<file path="src/rtl/div_pkg.sv">
// ---------------------------------------------------------------------------
// div_pkg
//   Shared types for the radix-2 sequential divider.
//   div_state_t : divider control states
//     DIV_IDLE - waiting for a request (out_ready high)
//     DIV_CALC - one quotient bit per cycle
//     DIV_FIX  - remainder correction and sign fix-up
//     DIV_DONE - result presented (out_valid high)
// ---------------------------------------------------------------------------
package div_pkg;

    typedef enum logic [1:0] {
        DIV_IDLE = 2'd0,
        DIV_CALC = 2'd1,
        DIV_FIX  = 2'd2,
        DIV_DONE = 2'd3
    } div_state_t;

endpackage

</file>
<file path="src/rtl/div_cond_negate.sv">
// ---------------------------------------------------------------------------
// div_cond_negate
//   Conditional two's complement negation: out_val = neg ? -in_val : in_val.
//   Ports:
//     neg     in   1      negate when high
//     in_val  in   WIDTH  operand
//     out_val out  WIDTH  result (wraps modulo 2^WIDTH)
// ---------------------------------------------------------------------------
module div_cond_negate #(
    parameter int WIDTH = 32
) (
    input  logic             neg,
    input  logic [WIDTH-1:0] in_val,
    output logic [WIDTH-1:0] out_val
);

    assign out_val = neg ? ((~in_val) + WIDTH'(1)) : in_val;

endmodule

</file>
<file path="src/rtl/radix2_seq_divider.sv">
// ---------------------------------------------------------------------------
// radix2_seq_divider
//   Iterative radix-2 non-restoring integer divider with RV32M semantics.
//   Quotient truncates toward zero, remainder takes the dividend's sign.
//   Ports:
//     in_clk, in_rst_n               clock / asynchronous active-low reset
//     in_valid, out_ready            request handshake (ready only in IDLE)
//     in_dividend, in_divisor        operands
//     in_dividend_signed/_divisor_signed  per-operand signedness
//     out_valid, in_ready            result handshake (valid only in DONE)
//     out_quotient, out_remainder    result
//     out_div_by_zero                divisor was zero
// ---------------------------------------------------------------------------
module radix2_seq_divider
    import div_pkg::*;
#(
    parameter int DIV_SIZE  = 32,
    parameter int CNT_WIDTH = $clog2(DIV_SIZE) + 1
) (
    input  logic                in_clk,
    input  logic                in_rst_n,
    input  logic                in_valid,
    output logic                out_ready,
    input  logic [DIV_SIZE-1:0] in_dividend,
    input  logic [DIV_SIZE-1:0] in_divisor,
    input  logic                in_dividend_signed,
    input  logic                in_divisor_signed,
    output logic                out_valid,
    input  logic                in_ready,
    output logic [DIV_SIZE-1:0] out_quotient,
    output logic [DIV_SIZE-1:0] out_remainder,
    output logic                out_div_by_zero
);

    div_state_t state, state_next;

    logic [CNT_WIDTH-1:0]       cnt;
    logic signed [DIV_SIZE:0]   p_reg;
    logic [DIV_SIZE-1:0]        q_reg;
    logic [DIV_SIZE-1:0]        b_mag;
    logic                       q_neg;
    logic                       r_neg;

    logic                       sign_a;
    logic                       sign_b;
    logic [DIV_SIZE-1:0]        a_mag_in;
    logic [DIV_SIZE-1:0]        b_mag_in;
    logic                       accept;
    logic                       div0_in;
    logic                       last_iter;

    logic signed [DIV_SIZE:0]   b_ext;
    logic signed [DIV_SIZE:0]   p_shift;
    logic signed [DIV_SIZE:0]   p_step;
    logic [DIV_SIZE-1:0]        r_mag;
    logic [DIV_SIZE-1:0]        q_fixed;
    logic [DIV_SIZE-1:0]        r_fixed;

    assign out_ready = (state == DIV_IDLE);
    assign out_valid = (state == DIV_DONE);

    assign sign_a    = in_dividend_signed & in_dividend[DIV_SIZE-1];
    assign sign_b    = in_divisor_signed  & in_divisor[DIV_SIZE-1];
    assign accept    = in_valid & out_ready;
    assign div0_in   = (in_divisor == '0);
    assign last_iter = (cnt == CNT_WIDTH'(DIV_SIZE - 1));

    // Magnitudes as unsigned DIV_SIZE-bit values; -MIN wraps to 2^(N-1),
    // which is exactly the right unsigned magnitude.
    div_cond_negate #(.WIDTH(DIV_SIZE)) u_neg_a (
        .neg(sign_a), .in_val(in_dividend), .out_val(a_mag_in)
    );
    div_cond_negate #(.WIDTH(DIV_SIZE)) u_neg_b (
        .neg(sign_b), .in_val(in_divisor), .out_val(b_mag_in)
    );

    // Non-restoring step. The shifted value can exceed the N+1-bit range,
    // but the post-add/sub result lies in [-b, b) so modular wrap is exact.
    assign b_ext   = signed'({1'b0, b_mag});
    assign p_shift = {p_reg[DIV_SIZE-1:0], q_reg[DIV_SIZE-1]};
    assign p_step  = p_reg[DIV_SIZE] ? (p_shift + b_ext) : (p_shift - b_ext);

    // Final correction lands in [0, b), so the low N bits carry the result.
    assign r_mag   = p_reg[DIV_SIZE] ? (p_reg[DIV_SIZE-1:0] + b_mag)
                                     : p_reg[DIV_SIZE-1:0];

    div_cond_negate #(.WIDTH(DIV_SIZE)) u_neg_q (
        .neg(q_neg), .in_val(q_reg), .out_val(q_fixed)
    );
    div_cond_negate #(.WIDTH(DIV_SIZE)) u_neg_r (
        .neg(r_neg), .in_val(r_mag), .out_val(r_fixed)
    );

    always_comb begin
        state_next = state;
        case (state)
            DIV_IDLE: if (accept) state_next = div0_in ? DIV_DONE : DIV_CALC;
            DIV_CALC: if (last_iter) state_next = DIV_FIX;
            DIV_FIX:  state_next = DIV_DONE;
            DIV_DONE: if (in_ready) state_next = DIV_IDLE;
            default:  state_next = DIV_IDLE;
        endcase
    end

    always_ff @(posedge in_clk or negedge in_rst_n) begin
        if (!in_rst_n) begin
            state           <= DIV_IDLE;
            cnt             <= '0;
            p_reg           <= '0;
            q_reg           <= '0;
            b_mag           <= '0;
            q_neg           <= 1'b0;
            r_neg           <= 1'b0;
            out_quotient    <= '0;
            out_remainder   <= '0;
            out_div_by_zero <= 1'b0;
        end else begin
            state <= state_next;
            case (state)
                DIV_IDLE: begin
                    if (accept) begin
                        q_neg <= sign_a ^ sign_b;
                        r_neg <= sign_a;
                        b_mag <= b_mag_in;
                        p_reg <= '0;
                        q_reg <= a_mag_in;
                        cnt   <= '0;
                        // Zero divisor bypasses the datapath entirely.
                        if (div0_in) begin
                            out_quotient    <= '1;
                            out_remainder   <= in_dividend;
                            out_div_by_zero <= 1'b1;
                        end
                    end
                end
                DIV_CALC: begin
                    p_reg <= p_step;
                    q_reg <= {q_reg[DIV_SIZE-2:0], ~p_step[DIV_SIZE]};
                    cnt   <= cnt + CNT_WIDTH'(1);
                end
                DIV_FIX: begin
                    out_quotient    <= q_fixed;
                    out_remainder   <= r_fixed;
                    out_div_by_zero <= 1'b0;
                end
                default: ;
            endcase
        end
    end

endmodule

</file>
<file path="config.mk">
export PLATFORM = sky130hd
export DESIGN_NAME = radix2_seq_divider
export DESIGN_NICKNAME = d
export VERILOG_FILES = /design/src/rtl/div_pkg.sv /design/src/rtl/div_cond_negate.sv /design/src/rtl/radix2_seq_divider.sv
export SDC_FILE = /design/constraint.sdc
export NUM_CORES = 1
export LEC_CHECK = 0
export BUFFER_PORTS_ARGS = -buffer_cell sky130_fd_sc_hd__buf_2
export CAP_MARGIN = 20
export CORE_UTILIZATION = 45
export CTS_CLUSTER_DIAMETER = 30
export CTS_CLUSTER_SIZE = 14
export DETAILED_ROUTE_END_ITERATION = 10
export PLACE_DENSITY_LB_ADDON = 0.15
export SLEW_MARGIN = 25
export SYNTH_ARGS = -nofsm -noshare
export SYNTH_HDL_FRONTEND = slang
export SYNTH_HIERARCHICAL = 1
export SYNTH_SLANG_ARGS = --single-unit
</file>
<file path="constraint.sdc">
create_clock -name in_clk -period 5.7 [get_ports in_clk]
set_input_delay 0.57 -clock in_clk [delete_from_list [all_inputs] [get_ports in_clk]]
set_output_delay 0.57 -clock in_clk [all_outputs]
set_load 0.03 [all_outputs]
</file>
==> results of run 1 <==
Yosys cell counts (4+ instances only):
cell type	instances
clkbuf_1	69
inv_1	64
nor4_1	20
xnor2_1	150
buf_4	4
nand4b_2	4
nor4_4	16
nand3b_1	9
or2b_1	8
a21oi_1	103
a21o_1	35
nand3_1	30
o31ai_1	37
o21bai_1	7
buf_1	15
nor3_1	23
o21a_1	8
o21ai_0	130
xor2_1	58
or3_1	9
o21ai_1	4
or2_2	4
nand2_1	166
and3_1	9
o41ai_1	21
a31oi_1	41
a22o_1	6
nand4_1	26
nor2_1	129
dfrtp_1	172
nor4b_1	4
mux2_2	57
o41ai_2	17
mux2i_1	68
a21oi_2	6
nand2b_1	17
nor2b_1	10
a211oi_1	10
ha_1	73
metrics by stage:
| step | cells | total power [mW] | area [um2] | hold WS, ps |
|---|---|---|---|---|
| after global placement | 2179 | 1.835 | 15690 | 504.3 |
| after CTS | 2210 | 3.028 | 16260 | 135.5 |
| after detailed placement | 2179 | 1.840 | 15690 | 515.7 |
| final | 2210 | 3.002 | 16260 | 125.6 |
| after global routing | 2210 | 3.131 | 16260 | 171.3 |
| after floorplan | 1686 | 1.647 | 14670 | 274.4 |
layout by cell type, fill, tap and decap left out, types with 58 or more instances in the layout:
| master | Yosys | routed |
|---|---|---|
| a21oi_1 | 103 | 103 |
| buf_2 | 1 | 135 |
| dfrtp_1 | 172 | 169 |
| ha_1 | 73 | 71 |
| inv_1 | 64 | 64 |
| mux2i_1 | 68 | 68 |
| nand2_1 | 166 | 165 |
| nor2_1 | 129 | 129 |
| o21ai_0 | 130 | 129 |
| xnor2_1 | 150 | 150 |
| xor2_1 | 58 | 58 |
final cells by class:
type	instances	area share (%)
Multi-Input combinational cell	1361	60.36
Tap cell	435	3.346
Clock buffer	18	2.639
Sequential cell	172	26.49
Inverter	64	1.477
Timing Repair Buffer	147	4.808
Clock inverter	13	0.8847
critical path: cells and delay by family (launching register included):
kind / cells / cell delay [ps]
buffers and inverters: 1 / 70
AND/OR/NAND/NOR: 4 / 960
multiplexers: 2 / 400
XOR/XNOR: 2 / 260
AO/OA/AOI/OAI: 7 / 1730
adder cells (fa/ha/maj): 2 / 650
flip-flops: 1 / 460
path summary, 6_finish.rpt:
kind | from | to | depth (start not counted)
max reg2reg | b_mag[0]$_DFFE_PN0P_ | out_remainder[30]$_DFFE_PN0P_ | 18
max in group asynchronous | in_rst_n | b_mag[25]$_DFFE_PN0P_ | 2
min in group in_clk | in_divisor[0] | b_mag[0]$_DFFE_PN0P_ | 2
min | in_rst_n | out_div_by_zero$_DFFE_PN0P_ | 1
max | b_mag[0]$_DFFE_PN0P_ | out_remainder[30]$_DFFE_PN0P_ | 18
min reg2reg | out_remainder[1]$_DFFE_PN0P_ | out_remainder[1]$_DFFE_PN0P_ | 2
kinds of logic (layout without fill, tap and decap cells):
kind of cell / count (synthesis) / count (layout) / synth area share (%)
flops: 172 / 172 / 29.33
fa+ha+maj: 75 / 75 / 6.497
mux: 125 / 125 / 9.013
buf+inv: 153 / 242 / 4.025
simple gates: 499 / 499 / 18.08
compound gates: 454 / 454 / 20.63
xor+xnor: 208 / 208 / 12.41
power by group:
part,leakage (nW),internal (mW),switching (mW),total (mW)
combinational,4.83,0.190,0.313,0.502
sequential,1.91,1.26,0.0622,1.32
clock,0.269,0.647,0.534,1.18
total,7.01,2.09,0.909,3.00
layer usage:
layer	routed length, um	track usage (%)	vias up
li1	-	-	6253
met1	18430	31.97	5983
met2	18230	39.50	343
met3	2025	4.311	61
met4	1202	8.975	2
met5	8	0	-
==> results.sh, run 1 <==
export IMPL_preCtsSetupSlack_ps=1139
export IMPL_cts_tree="built"
export IMPL_final_seq_area_um2=4308
export IMPL_syn_nets=1831
export IMPL_end_kind="register"
export IMPL_port_buffers=136
export IMPL_synth_top_area_share_pct=29.33
export IMPL_finalNetCount=1908
export IMPL_worstPathRequired_ps=6070
export IMPL_gp_congestion=0.9120
export IMPL_avgSynthCellArea_um2=8.703
export IMPL_setup_viol=0
export IMPL_fin_crit_sh_pct=80.78
export IMPL_route_detailed_drc=0
export IMPL_synth_area_top_cells="dfrtp_1 29%, xnor2_1 9.0%, ha_1 6.2%, mux2i_1 4.6%, o21ai_0 4.4%"
export IMPL_fmax_mhz=217.2
export IMPL_cts_root_buf="clkbuf_16"
export IMPL_post_route_util_pct=51.15
export IMPL_ys_seq_elements=172
export IMPL_async_flop_share_pct=100.0
export IMPL_drive_gt1_share_pct=17.13
export IMPL_hold_buffers=0
export IMPL_skew_ps=14.62
export IMPL_num_antenna_cells=0
export IMPL_drt_iter0_markers=851
export IMPL_period_needed_ps=4605
export IMPL_cts_buffers=17
export IMPL_multi_input_area_um2=9817
export IMPL_design_core_area_um2=31800
export IMPL_path_max_fanout=7
export IMPL_fin_setup_tns_ps=0
export IMPL_via_count=12640
export IMPL_peakVddDrop_mv=0.2010
export IMPL_wl_per_cell_um=18.05
export IMPL_grt_max_degree=131
export IMPL_tightest_slew_ps=999.7
export IMPL_setup_ws_ps=1095
export IMPL_rows=65
export IMPL_hold_path_class="in2async"
export IMPL_leakagePower_nw=7.005
export IMPL_critPathMaxStageDelay_ps=460
export IMPL_wirelength_mm=39.89
export IMPL_area_growth_pct=10.84
export IMPL_cts_sinks=172
export IMPL_rsz0062_at_grt="false"
export IMPL_cpMostUsedCell="o31a_1"
export IMPL_reg2reg_slack_ps=1100
export IMPL_fillers=3094
export IMPL_drt_first_pass_iters=6
export IMPL_cp_start_kind="register"
export IMPL_io_pins=137
export IMPL_status="complete, no violations"
export IMPL_worst_slew_margin_rel_pct=33.36
export IMPL_timing_max_cap_violations=0
export IMPL_synth_largest_area_cell="dfrtp_1"
export IMPL_vias_per_cell=5.720
export IMPL_p_per_area_nw_per_um2=184.6
export IMPL_grt_pass1_wl_mm=63.84
export IMPL_dp_hpwl_mm=30.83
export IMPL_clk_pin_slew_worst_paths_ps=70
export IMPL_ys_types=67
export IMPL_initial_utilization_pct=46.15
export IMPL_syn_inst=1686
export IMPL_yosysSeqAreaShare_pct=29.33
export IMPL_grt_use_total_pct=24.23
export IMPL_critical_path_class="reg2reg"
export IMPL_hold_viol=0
export IMPL_synth_edf_count=0
export IMPL_antenna_found_initial=1
export IMPL_antenna_left=0
export IMPL_arrival_ps=4970
export IMPL_postCtsSetupRepairBufs=0
export IMPL_grt_pass1_vias=11990
export IMPL_slew_violations=0
export IMPL_synthFlopType="dfrtp_1"
export IMPL_grt_overflow=0
export IMPL_worstPathCellList="ha_1 -> inv_1 -> fa_1 -> nor2b_1 -> o31a_1 -> o31a_1 -> o211ai_1 -> a31oi_1 -> nand3_1 -> o31ai_1 -> xor2_1 -> mux2_2 -> nor4_1 -> nand2_1 -> o41ai_1 -> xnor2_1 -> mux2i_1 -> a21oi_1"
export IMPL_clk_latency_ps=450
export IMPL_die_h_um=182.6
export IMPL_yosysWarnings=6
export IMPL_cts_resized=0
export IMPL_clk_path_buf_depth=2
export IMPL_htree_levels=4
export IMPL_cp_slowest_cell="dfrtp_1"
export IMPL_die_area_um2=33340
export IMPL_largest_reg_flops=33
export IMPL_synth_area_um2=14670
export IMPL_die_x_um=182.6
(Power assumes the default switching activity.)
==> run 2, diff against run 1 <==
==> constraint.sdc (replaced) <==
create_clock -name in_clk -period 3.75 [get_ports in_clk]
set_input_delay 0.375 -clock in_clk [delete_from_list [all_inputs] [get_ports in_clk]]
set_output_delay 0.375 -clock in_clk [all_outputs]
set_load 0.03 [all_outputs]
==> run 2 against run 1 <==
  * The flow now finishes with violations (negative setup slack)
  * Via count is 6.4% higher
  * Flip-flop and latch count stayed put
  * Maximum frequency is 19% higher
  * Wire length is 7.1% higher
  * Largest cell class unchanged
  * Critical path type unchanged
  * Global-route usage is 1.3 points higher
==> results.sh, run 2 (same netlist as run 1, synthesis figures left out) <==
export IMPL_grt_max_degree=109
export IMPL_largest_reg_flops=33
export IMPL_wl_per_cell_um=17.47
export IMPL_clk_latency_ps=450
export IMPL_p_per_area_nw_per_um2=249.9
export IMPL_layout_common_cells="234 x buf_4, 167 x dfrtp_1, 161 x nand2_1, 145 x xnor2_1, 135 x buf_2"
export IMPL_worstPathRequired_ps=4120
export IMPL_rsz0062_at_grt="true"
export IMPL_critical_path_class="reg2reg"
export IMPL_route_detailed_drc=0
export IMPL_rows=65
export IMPL_design_core_area_um2=31800
export IMPL_cts_sinks=172
export IMPL_tightest_slew_ps=1360
export IMPL_switching_power_mw=1.444
export IMPL_antenna_found_initial=0
export IMPL_drt_iter0_markers=741
export IMPL_cts_buffers=17
export IMPL_io_pins=137
export IMPL_cts_root_buf="clkbuf_16"
export IMPL_status="finished with violations"
export IMPL_antenna_left=0
export IMPL_clk_path_buf_depth=2
export IMPL_reg2reg_slack_ps=-130
export IMPL_slew_violations=0
export IMPL_fmax_mhz=257.5
export IMPL_end_kind="register"
export IMPL_clk_pin_slew_worst_paths_ps=70
export IMPL_setup_ws_ps=-133.6
export IMPL_grt_pass1_wl_mm=67.05
export IMPL_cp_start_kind="register"
export IMPL_skew_ps=14.38
export IMPL_layout_commonest_cell="buf_4"
export IMPL_area_growth_pct=28.77
export IMPL_r2r_start="p_reg[0]$_DFFE_PN0P_"
export IMPL_dp_hpwl_mm=33.20
export IMPL_drt_first_pass_iters=5
export IMPL_finalNetCount=2142
export IMPL_min_to="r_neg$_DFFE_PN0P_"
export IMPL_leakagePower_nw=8.393
export IMPL_cts_tree="built"
export IMPL_via_count=13460
export IMPL_die_area_um2=33340
export IMPL_seqPwrFrac_pct=42.4
export IMPL_p_sw_share_pct=30.58
export IMPL_hold_path_class="in2reg"
export IMPL_path_max_fanout=3
export IMPL_port_buffers=136
export IMPL_grt_pass1_vias=12800
export IMPL_hold_viol=0
export IMPL_die_h_um=182.6
export IMPL_grt_overflow=0
export IMPL_wirelength_mm=42.71
export IMPL_rr_endpoint="out_remainder[30]$_DFFE_PN0P_"
export IMPL_p_int_mw=3.278
export IMPL_min_from="in_dividend_signed"
export IMPL_htree_levels=4
export IMPL_min_delay_path_depth=3
export IMPL_vias_per_cell=5.503
export IMPL_setup_viol=12
export IMPL_gp_congestion=0.9101
export IMPL_drive_gt1_share_pct=32.44
export IMPL_timing_max_cap_violations=0
export IMPL_worst_slew_margin_rel_pct=9.301
export IMPL_num_antenna_cells=0
export IMPL_p_comb_share_pct=19.3
export IMPL_grt_use_total_pct=25.48
export IMPL_reg2reg_depth=18
export IMPL_peakVddDrop_mv=0.3125
export IMPL_period_needed_ps=3884
export IMPL_arrival_ps=4260
export IMPL_failed_checks="negative setup slack"
export IMPL_fillers=2836
export IMPL_fin_crit_sh_pct=103.6
export IMPL_post_route_util_pct=59.42
export IMPL_p_clk_share_pct=38.4
export IMPL_die_x_um=182.6
export IMPL_hold_slack_ps=287.4
export IMPL_initial_utilization_pct=46.15
-- run 2: final cells by class --
cell class | count | area [um2] | area share [%]
multi-input combinational | 1361 | 10610 | 56.16
clock inverter | 12 | 130.1 | 0.6887
inverter | 64 | 240.2 | 1.271
timing repair buffer | 381 | 2592 | 13.72
sequential | 172 | 4310 | 22.81
clock buffer | 20 | 466.7 | 2.470
tap | 435 | 544.3 | 2.880
-- run 2: timing repair --
item,in CTS,in global routing
resized for setup,43,129
pin swaps,33,107
setup buffers,9,25
endpoints found under the setup margin,24,36
hold buffers,1,0
endpoints found under the hold margin,59,0
cloned,0,0
-- run 2: power by group through the flow --
stage / registers (mW) / logic (mW) / clock network (mW)
2_1_floorplan: 2.04 / 0.478 / 0
3_3_place_gp: 2.03 / 0.850 / 0
3_5_place_dp: 2.03 / 0.863 / 0
4_1_cts: 2.00 / 0.875 / 1.85
5_1_grt: 2.01 / 0.992 / 1.91
6_report: 2.00 / 0.910 / 1.81
-- run 2: worst max path at each step --
stage	endpoint	slack, ps	start	cells past startpoint
final	out_remainder[30]$_DFFE_PN0P_	-130	p_reg[0]$_DFFE_PN0P_	18
after global routing	out_remainder[30]$_DFFE_PN0P_	-300	p_reg[0]$_DFFE_PN0P_	18
after CTS	out_remainder[30]$_DFFE_PN0P_	-90	p_reg[0]$_DFFE_PN0P_	18
after detailed placement	p_reg[32]$_DFFE_PN0P_	-310	b_mag[2]$_DFFE_PN0P_	19
after global placement	p_reg[32]$_DFFE_PN0P_	-260	b_mag[2]$_DFFE_PN0P_	19
after floorplan	out_remainder[27]$_DFFE_PN0P_	10	b_mag[0]$_DFFE_PN0P_	16
-- run 2: layer usage --
| metal | GRT usage, % | part of all wire [%] | up-vias |
|---|---|---|---|
| li1 | - | - | 6723 |
| met1 | 33.77 | 47 | 6423 |
| met2 | 44.18 | 49 | 265 |
| met3 | 2.315 | 3.0 | 44 |
| met4 | 6.924 | 1.7 | 0 |
| met5 | 0 | 0 | - |
-- run 2: metrics by stage --
step | setup TNS (ps) | cells | setup WS (ps) | instance area [um2] | power [mW]
after CTS | -381.3 | 2421 | -93.06 | 18150 | 4.725
after global routing | -5085 | 2445 | -302.2 | 18900 | 4.913
after global placement | -1445 | 2379 | -262.3 | 17270 | 2.883
final | -855.3 | 2445 | -133.6 | 18900 | 4.722
after floorplan | 0 | 1686 | 12.35 | 14750 | 2.518
after detailed placement | -2526 | 2379 | -307.6 | 17270 | 2.896
-- run 2: critical path, cell delays in order (launching register included) --
cell,delay [ps]
dfrtp_1,360
ha_2,190
inv_2,40
fa_2,340
nor2b_2,150
o31a_1,160
o31a_1,220
o211ai_1,170
a31oi_2,310
nand3_2,140
o31ai_4,250
xor2_1,90
mux2_4,290
nor4_4,200
nand2_2,140
o41ai_4,380
xnor2_1,150
mux2i_1,90
a21oi_1,160
==> run 3, diff against run 2 <==
==> constraint.sdc (replaced) <==
create_clock -name in_clk -period 4.3 [get_ports in_clk]
set_input_delay 0.43 -clock in_clk [delete_from_list [all_inputs] [get_ports in_clk]]
set_output_delay 0.43 -clock in_clk [all_outputs]
set_load 0.03 [all_outputs]
==> run 3 against run 2 <==
  * The run now ends clean
  * Final cell count is 7.1% lower
  * Die area stayed put
  * Clock-buffer cell count fell by 2
  * Register-to-register slack improved by 300 ps
  * Sequential share of layout area increased by 2.7 points
  * Flip-flop and latch count unchanged
  * Total power shrank 15%
  * Clock skew shrank 3.3 ps
  * Core utilization down 6.4 points
  * Critical endpoint is now out_remainder[31]$_DFFE_PN0P_
  * Largest power group unchanged
==> results.sh, run 3 (same netlist as run 1, synthesis figures left out) <==
export IMPL_critPathBufInv=1
export IMPL_status="complete, no violations"
export IMPL_arrival_ps=4500
export IMPL_grtUsageMet2_pct=41.28
export IMPL_die_area_um2=33340
export IMPL_min_from="in_dividend[29]"
export IMPL_gp_congestion=0.9108
export IMPL_peakVddDrop_mv=0.2617
export IMPL_cts_sinks=172
export IMPL_io_pins=137
export IMPL_largest_reg_flops=33
export IMPL_drive_gt1_share_pct=20.37
export IMPL_grt_use_total_pct=24.79
export IMPL_area_growth_pct=14.82
export IMPL_slew_violations=0
export IMPL_setup_ws_ps=170.5
export IMPL_design_core_area_um2=31800
export IMPL_wl_per_cell_um=18.07
export IMPL_period_needed_ps=4129
export IMPL_cp_top_family="compound AO/OA/AOI/OAI gates"
export IMPL_skew_ps=11.09
export IMPL_end_kind="register"
export IMPL_critPathMaxStageDelay_ps=460
export IMPL_tightest_slew_ps=1054
export IMPL_finalNonFillerCells=2271
export IMPL_hold_slack_ps=342.6
export IMPL_drt_first_pass_iters=5
export IMPL_timing_max_cap_violations=0
export IMPL_clk_latency_ps=440
export IMPL_port_buffers=136
export IMPL_cp_start_kind="register"
export IMPL_dp_hpwl_mm=32.29
export IMPL_setup_viol=0
export IMPL_wirelength_mm=41.04
export IMPL_die_x_um=182.6
export IMPL_num_antenna_cells=0
export IMPL_fin_crit_sh_pct=96.03
export IMPL_worst_slew_margin_rel_pct=29.72
export IMPL_grt_use_met3_pct=2.973
export IMPL_hold_path_class="in2reg"
export IMPL_placedCellCount=2236
export IMPL_clk_path_buf_depth=2
export IMPL_preCtsSetupSlack_ps=36.20
export IMPL_critical_path_class="reg2reg"
export IMPL_via_count=12970
export IMPL_grt_max_degree=67
export IMPL_leakagePower_nw=7.344
export IMPL_cts_tree="built"
export IMPL_clk_pin_slew_worst_paths_ps=70
export IMPL_drt_iter0_markers=1033
export IMPL_worstPathCellList="ha_1 -> nor2b_1 -> o31a_1 -> o31a_1 -> o211ai_1 -> a31oi_1 -> buf_4 -> a21oi_1 -> xnor2_1 -> mux2_2 -> nor4_4 -> nand4b_2 -> o41ai_2 -> xnor2_1 -> mux2i_1 -> a21oi_1"
export IMPL_top_usage_layer="met2"
export IMPL_initial_utilization_pct=46.15
export IMPL_rows=65
export IMPL_p_per_area_nw_per_um2=239.2
export IMPL_antenna_left=0
export IMPL_cts_root_buf="clkbuf_16"
export IMPL_grt_overflow=0
export IMPL_fmax_mhz=242.2
export IMPL_route_detailed_drc=0
export IMPL_grt_pass1_vias=12310
export IMPL_gr_usage_met1_pct=33.21
export IMPL_finalNetCount=1968
export IMPL_worstPathRequired_ps=4670
export IMPL_r2r_start="b_mag[2]$_DFFE_PN0P_"
export IMPL_crit_start="b_mag[2]$_DFFE_PN0P_"
export IMPL_vias_per_cell=5.711
export IMPL_hold_viol=0
export IMPL_layout_commonest_cell="dfrtp_1"
export IMPL_path_max_fanout=6
export IMPL_layout_common_cells="170 x dfrtp_1, 165 x nand2_1, 150 x xnor2_1, 135 x buf_2, 129 x nor2_1"
export IMPL_cp_slowest_cell="dfrtp_1"
export IMPL_post_route_util_pct=52.98
export IMPL_htree_levels=4
export IMPL_antenna_found_initial=0
export IMPL_grt_pass1_wl_mm=65.27
export IMPL_die_h_um=182.6
export IMPL_cts_buffers=17
export IMPL_rsz0062_at_grt="true"
==> run 3: final cells by class <==
class / count / area [um2]
Fill cell: 3049 / 14950
Multi-Input combinational cell: 1361 / 9889
Sequential cell: 172 / 4307
Timing Repair Buffer: 207 / 1280
Tap cell: 435 / 544.3
Clock buffer: 18 / 429.2
Inverter: 64 / 240.2
Clock inverter: 14 / 158.9
==> run 3: per-layer routing <==
layer,routed length [um],vias up
met2,19190,366
met3,1755,74
met1,19030,6174
met4,1064,0
met5,0,-
li1,-,6355
==> run 3: what timing repair did <==
item                                    4_1_cts  5_1_grt
setup buffers                                 0        2
hold buffers                                  1        0
resized for setup                             0       18
hold endpoints to repair                     47        0
endpoints found under the setup margin        0       15
==> run 3: power breakdown <==
part / internal (mW) / switching, mW
Combinational: 0.265 / 0.419
Clock: 0.869 / 0.727
Sequential: 1.67 / 0.0852
Total: 2.80 / 1.23
==> run 3: through the flow <==
stage                     TNS (ps)  total power, mW  area, um2
after floorplan                  0            2.183      14670
after global placement           0            2.440      16130
after detailed placement         0            2.453      16160
after CTS                        0            4.055      16760
after global routing        -4.692            4.198      16850
final                            0            4.030      16850
==> run 3: worst register-to-register path: stages, from the launching register on <==
cell and delay, ps:
dfrtp_1 460, ha_1 370, nor2b_1 170, o31a_1 270, o31a_1 270, o211ai_1 240
a31oi_1 170, buf_4 170, a21oi_1 160, xnor2_1 90, mux2_2 320, nor4_4 320
nand4b_2 230, o41ai_2 400, xnor2_1 160, mux2i_1 90, a21oi_1 170
==> run 3: worst paths after layout <==
| path | to | slack [ps] | depth (start not counted) |
|---|---|---|---|
| min in group asynchronous | out_quotient[17]$_DFFE_PN0P_ | 500 | 2 |
| worst max register to register | out_remainder[31]$_DFFE_PN0P_ | 170 | 16 |
| worst min-delay path | out_remainder[29]$_DFFE_PN0P_ | 340 | 3 |
| worst max-delay path | out_remainder[31]$_DFFE_PN0P_ | 170 | 16 |
| worst min register to register | out_div_by_zero$_DFFE_PN0P_ | 530 | 2 |
| max in group asynchronous | b_mag[10]$_DFFE_PN0P_ | 3090 | 3 |
